File: config.mk
export PLATFORM = sky130hd
export DESIGN_NAME = spi_byte_rx
export DESIGN_NICKNAME = d
export VERILOG_FILES = /design/src/rtl/spi_byte_rx.sv
export SDC_FILE = /design/constraint.sdc
export NUM_CORES = 1
export LEC_CHECK = 0
export CORE_UTILIZATION = 30
export CTS_BUF_LIST = sky130_fd_sc_hd__clkbuf_8 sky130_fd_sc_hd__clkbuf_16
export DETAILED_ROUTE_END_ITERATION = 7
export SLEW_MARGIN = 20
export SYNTH_ARGS = -nofsm -noshare
export SYNTH_HDL_FRONTEND = slang
export SYNTH_SLANG_ARGS = --single-unit
File: constraint.sdc
create_clock -name clk -period 3.1 [get_ports clk]
set_clock_uncertainty 0.2 [all_clocks]
set_input_delay 0.62 -clock clk [delete_from_list [all_inputs] [get_ports clk]]
set_output_delay 0.62 -clock clk [all_outputs]
set_load 0.005 [all_outputs]
File: src/rtl/spi_byte_rx.sv
// SPI mode-0 byte receiver with a small receive FIFO and a sticky overflow flag.
// Define SPI_ECHO_EN to echo the last received byte on miso during the next frame.
module spi_byte_rx #(
    parameter int FIFO_DEPTH = 4
) (
    input  logic       clk,
    input  logic       rst_n,
    input  logic       sclk,
    input  logic       cs,
    input  logic       mosi,
    output logic       miso,
    output logic [7:0] rd_data,
    output logic       rd_valid,
    input  logic       rd_ready,
    output logic       ovf,
    input  logic       ovf_clr,
    output logic       busy
);

    localparam int AW = $clog2(FIFO_DEPTH);
    localparam int CW = AW + 1;
    // Idle levels of {mosi, cs, sclk} held by the synchronizers during reset
    localparam logic [2:0] SYNC_IDLE = 3'b010;

    logic [2:0] async_in;
    logic [2:0] sync_s;
    logic       sclk_s;
    logic       cs_s;
    logic       mosi_s;
    logic       sclk_d_reg;
    logic       sclk_rise;

    assign async_in = {mosi, cs, sclk};

    genvar gi;
    generate
        for (gi = 0; gi < 3; gi++) begin : g_sync
            logic [1:0] chain_reg;
            always_ff @(posedge clk or negedge rst_n) begin
                if (!rst_n) begin
                    chain_reg <= {SYNC_IDLE[gi], SYNC_IDLE[gi]};
                end else begin
                    chain_reg <= {chain_reg[0], async_in[gi]};
                end
            end
            assign sync_s[gi] = chain_reg[1];
        end
    endgenerate

    assign sclk_s = sync_s[0];
    assign cs_s   = sync_s[1];
    assign mosi_s = sync_s[2];

    always_ff @(posedge clk or negedge rst_n) begin
        if (!rst_n) begin
            sclk_d_reg <= 1'b0;
        end else begin
            sclk_d_reg <= sclk_s;
        end
    end

    assign sclk_rise = sclk_s & ~sclk_d_reg;
    assign busy      = ~cs_s;

    // Bit assembly: holding the counter at zero while cs is high also
    // discards any partial byte left by an early cs release.
    logic [7:0] shift_reg, shift_next;
    logic [2:0] bit_cnt_reg, bit_cnt_next;
    logic [7:0] push_byte;
    logic       push;

    always_comb begin
        shift_next   = shift_reg;
        bit_cnt_next = bit_cnt_reg;
        push         = 1'b0;
        push_byte    = {shift_reg[6:0], mosi_s};
        if (cs_s) begin
            bit_cnt_next = 3'd0;
        end else if (sclk_rise) begin
            shift_next   = push_byte;
            bit_cnt_next = bit_cnt_reg + 3'd1;
            push         = (bit_cnt_reg == 3'd7);
        end
    end

    always_ff @(posedge clk or negedge rst_n) begin
        if (!rst_n) begin
            shift_reg   <= 8'h00;
            bit_cnt_reg <= 3'd0;
        end else begin
            shift_reg   <= shift_next;
            bit_cnt_reg <= bit_cnt_next;
        end
    end

    // Receive FIFO
    logic [7:0]    mem [FIFO_DEPTH];
    logic [AW-1:0] wr_ptr_reg, wr_ptr_next;
    logic [AW-1:0] rd_ptr_reg, rd_ptr_next;
    logic [CW-1:0] count_reg, count_next;
    logic          ovf_reg, ovf_next;
    logic          full;
    logic          rd_fire;
    logic          wr_en;
    logic          ovf_set;

    assign full     = (count_reg == CW'(FIFO_DEPTH));
    assign rd_valid = (count_reg != '0);
    assign rd_fire  = rd_ready & rd_valid;
    // A full FIFO still accepts a byte when the head is popped in the same cycle
    assign wr_en    = push & (~full | rd_fire);
    assign ovf_set  = push & full & ~rd_fire;

    always_comb begin
        wr_ptr_next = wr_ptr_reg;
        rd_ptr_next = rd_ptr_reg;
        count_next  = count_reg;
        ovf_next    = ovf_reg;
        if (wr_en) begin
            wr_ptr_next = wr_ptr_reg + AW'(1);
        end
        if (rd_fire) begin
            rd_ptr_next = rd_ptr_reg + AW'(1);
        end
        case ({wr_en, rd_fire})
            2'b10:   count_next = count_reg + CW'(1);
            2'b01:   count_next = count_reg - CW'(1);
            default: count_next = count_reg;
        endcase
        if (ovf_set) begin
            ovf_next = 1'b1;
        end else if (ovf_clr) begin
            ovf_next = 1'b0;
        end
    end

    always_ff @(posedge clk or negedge rst_n) begin
        if (!rst_n) begin
            wr_ptr_reg <= '0;
            rd_ptr_reg <= '0;
            count_reg  <= '0;
            ovf_reg    <= 1'b0;
        end else begin
            wr_ptr_reg <= wr_ptr_next;
            rd_ptr_reg <= rd_ptr_next;
            count_reg  <= count_next;
            ovf_reg    <= ovf_next;
        end
    end

    always_ff @(posedge clk) begin
        if (wr_en) begin
            mem[wr_ptr_reg] <= push_byte;
        end
    end

    // Empty FIFO presents zero so stale storage never leaks onto rd_data
    assign rd_data = rd_valid ? mem[rd_ptr_reg] : 8'h00;
    assign ovf     = ovf_reg;

`ifdef SPI_ECHO_EN
    logic       cs_d_reg;
    logic       cs_fall;
    logic       sclk_fall;
    logic [7:0] last_reg;
    logic [7:0] tx_reg;

    assign cs_fall   = ~cs_s & cs_d_reg;
    assign sclk_fall = ~sclk_s & sclk_d_reg;

    always_ff @(posedge clk or negedge rst_n) begin
        if (!rst_n) begin
            cs_d_reg <= 1'b1;
            last_reg <= 8'h00;
            tx_reg   <= 8'h00;
        end else begin
            cs_d_reg <= cs_s;
            if (push) begin
                last_reg <= push_byte;
            end
            if (cs_fall) begin
                tx_reg <= last_reg;
            end else if (!cs_s && sclk_fall) begin
                tx_reg <= {tx_reg[6:0], 1'b0};
            end
        end
    end

    assign miso = tx_reg[7];
`else
    assign miso = 1'b0;
`endif

endmodule

==> metrics.yaml <==
drtIter0Drc: 27
layout.filler_cells: 667
cts_num_sinks: 57
synth_enable_flop_cells: 32
first_global_vias: 1152
synth.top_cells.by_count: "sky130_fd_sc_hd__edfxtp_1 (32), sky130_fd_sc_hd__dfrtp_1 (23), sky130_fd_sc_hd__and2_1 (9)"
clkSlewWorstSetupHoldPaths_ns: 0.06
synth_cells: 130
timing.fmax_mhz: 354
finalWorstSetupSlack_ns: 0.275
hold_violations: 0
antenna_cells_inserted: 0
deepest_clock_path_buffer_count: 2
timing.final.crit_share: 0.911
netlist_area_before_placement_sq_um: 2300
yosys.area.top_type: "sky130_fd_sc_hd__edfxtp_1"
timing.final.crit_period_ns: 2.82
finalWirelength_um: 3530
fp.coreArea_sq_um: 7330
grt_start_max_net_pins: 26
clockRootBuffer: "sky130_fd_sc_hd__clkbuf_8"
floorplan.initialDensity: 0.313
vias_per_cell: 4.15
area_growth_syn_to_layout_pct: 21.0
synth.top_cells.by_area: "sky130_fd_sc_hd__edfxtp_1 (42%), sky130_fd_sc_hd__dfrtp_1 (25%), sky130_fd_sc_hd__mux4_2 (7.8%)"
maxCapViolCount: 0
crit_path_cell_trace: "buf_4 > mux4_2 > and2_1 > clkdlybuf4s50_1"
cts_setup_buffers: 0
power_total_mw: 2.23
ys_async_sr_fraction: 0.439
crit_path_max_fanout: 10
numCtsBuffers: 9
run_status: "complete, no violations"
finalSetupViolations: 0
chipHeight_um: 89.5
worst_ep_arrival_time_ns: 2.00
routabilityCongestion: 0.742
die_area_sq_um: 8010
placement_rows: 31
yosysMostFrequentCell: "sky130_fd_sc_hd__edfxtp_1"
post_route_cells_drive_above_1_share: 0.255
via_count: 1079
buffer_ports.inserted: 17
synth_warnings: 0
number_of_nets_produced_by_synthesis: 145
finalSetupTns_ns: 0
timing_max_transition_violations_final: 0
ctsHtreeMaxLevel: 3
crit_path_start_kind: "flop"
tritoncts: "yes"
firstDrtPassIters: 4
grt_setup_unrepaired: "no"
largest_register_ffs: 32
ys_dominant_reg_cell: "sky130_fd_sc_hd__edfxtp_1"
postSynthRegisterBits: 57
globalRoute.totalOverflow: 0
die_width_um: 89.5
groute.usage.overall: 0.106
crit_path_top_delay_cell: "sky130_fd_sc_hd__mux4_2"
routedWlPerCell_um: 13.6
cts_resized: 0
hold_path.class: "reg2reg"
worst-endpoint-required_ns: 2.28
share_of_the_yosys_chip_area_belonging_to_registers: 0.692
antenna_found_initial: 0
place.detailed.hpwl_um: 2390
remaining_drc_errors: 0
p_leak_nw: 1.08
clkLatencyLatePin_ns: 0.33
io_pins: 19
synth_area_per_cell_sq_um: 17.7
global_route_wire_length_before_repair_um: 5780
powerDensity_nw_per_um2: 804
final_core_utilization: 0.379
worst_ir_drop_vdd_mv: 0.227
synth_top_area_frac: 0.419
crit_type: "reg2out"
pre_cts_ws_ns: -0.0562
crit_path_end_kind: "output pin"
postRouteAntennaNets: 0
nets: 171
synth_cell_types: 28
hold_buffers: 0
critical_path.max_stage_delay_ns: 0.52
report_power, final:
group | leakage, nW | internal (mW) | switching, mW
clock network | 0.109 | 0.405 | 0.271
registers | 0.591 | 0.926 | 0.107
logic | 0.381 | 0.343 | 0.184
area by class of cell:
| class | instances | area, sq um | share of cell area |
|---|---|---|---|
| flip-flops and latches | 57 | 1590 | 0.572 |
| multi-input cells | 60 | 646 | 0.232 |
| repair buffers | 20 | 193 | 0.0693 |
| clock buffers | 11 | 151 | 0.0545 |
| well taps | 99 | 124 | 0.0446 |
| clock inverters | 5 | 46.3 | 0.0167 |
| inverters | 8 | 30.0 | 0.0108 |
stage by stage:
step                      std cells  instance area (sq um)  hold WS, ns
final                           260                   2780        0.150
after floorplan                 130                   2300        0.124
after global routing            260                   2780        0.165
after global placement          244                   2580        0.133
after detailed placement        244                   2580        0.136
after CTS                       260                   2780        0.151
worst max-delay path, delay by kind of cell, from the launching register on:
kind                   cells  cell delay (ns)
DFF                        1             0.32
buffers and inverters      2             0.67
and+or+nand+nor            1             0.17
muxes                      1             0.52
per-layer routing:
metal | vias to the layer above | part of all wire | track usage
li1 | 512 | - | -
met1 | 537 | 0.44 | 0.118
met2 | 23 | 0.50 | 0.171
met3 | 7 | 0.043 | 0.0369
met4 | 0 | 0.023 | 0.0736
met5 | - | 0 | 0
cell families after synthesis:
logic type | count (synthesis) | share of synthesized area
DFF | 57 | 0.692
muxes | 19 | 0.132
xor gates and xnor gates | 7 | 0.0267
buffers and inverters | 13 | 0.0267
and+or+nand+nor | 24 | 0.0708
AOI/OAI and AO/OA | 1 | 0.00273
adders and majority gates | 8 | 0.0469
other | 1 | 0.00163
final timing paths:
check | startpoint | end | slack (ns) | depth (start not counted)
worst max-delay path | rd_ptr_reg[0]$_DFFE_PN0P_ | rd_data[5] | 0.28 | 4
worst min-delay path | g_sync[0].chain_reg[0]$_DFF_PN0_ | g_sync[0].chain_reg[1]$_DFF_PN0_ | 0.15 | 0
worst max register to register | count_reg[1]$_DFFE_PN0P_ | count_reg[2]$_DFFE_PN0P_ | 0.58 | 9
worst min register to register | g_sync[0].chain_reg[0]$_DFF_PN0_ | g_sync[0].chain_reg[1]$_DFF_PN0_ | 0.15 | 0
max in group asynchronous | rst_n | g_sync[1].chain_reg[1]$_DFF_PN1_ | 1.95 | 2
min in group asynchronous | rst_n | g_sync[0].chain_reg[0]$_DFF_PN0_ | 0.46 | 2
cell usage in the layout (no fill, tap or decap), types with 2 or more instances in the layout:
cell type and n:
sky130_fd_sc_hd__and2_2 4, sky130_fd_sc_hd__clkbuf_8 11, sky130_fd_sc_hd__mux2i_1 3, sky130_fd_sc_hd__edfxtp_1 32
sky130_fd_sc_hd__mux2_2 7, sky130_fd_sc_hd__ha_1 7, sky130_fd_sc_hd__inv_1 10, sky130_fd_sc_hd__and2_1 9
sky130_fd_sc_hd__buf_4 3, sky130_fd_sc_hd__dfrtp_1 23, sky130_fd_sc_hd__dfstp_2 2, sky130_fd_sc_hd__mux4_2 8
sky130_fd_sc_hd__clkdlybuf4s50_1 17, sky130_fd_sc_hd__nor2_1 4, sky130_fd_sc_hd__xnor2_1 3, sky130_fd_sc_hd__xor2_1 4
Power figures use the tool's default switching activity.
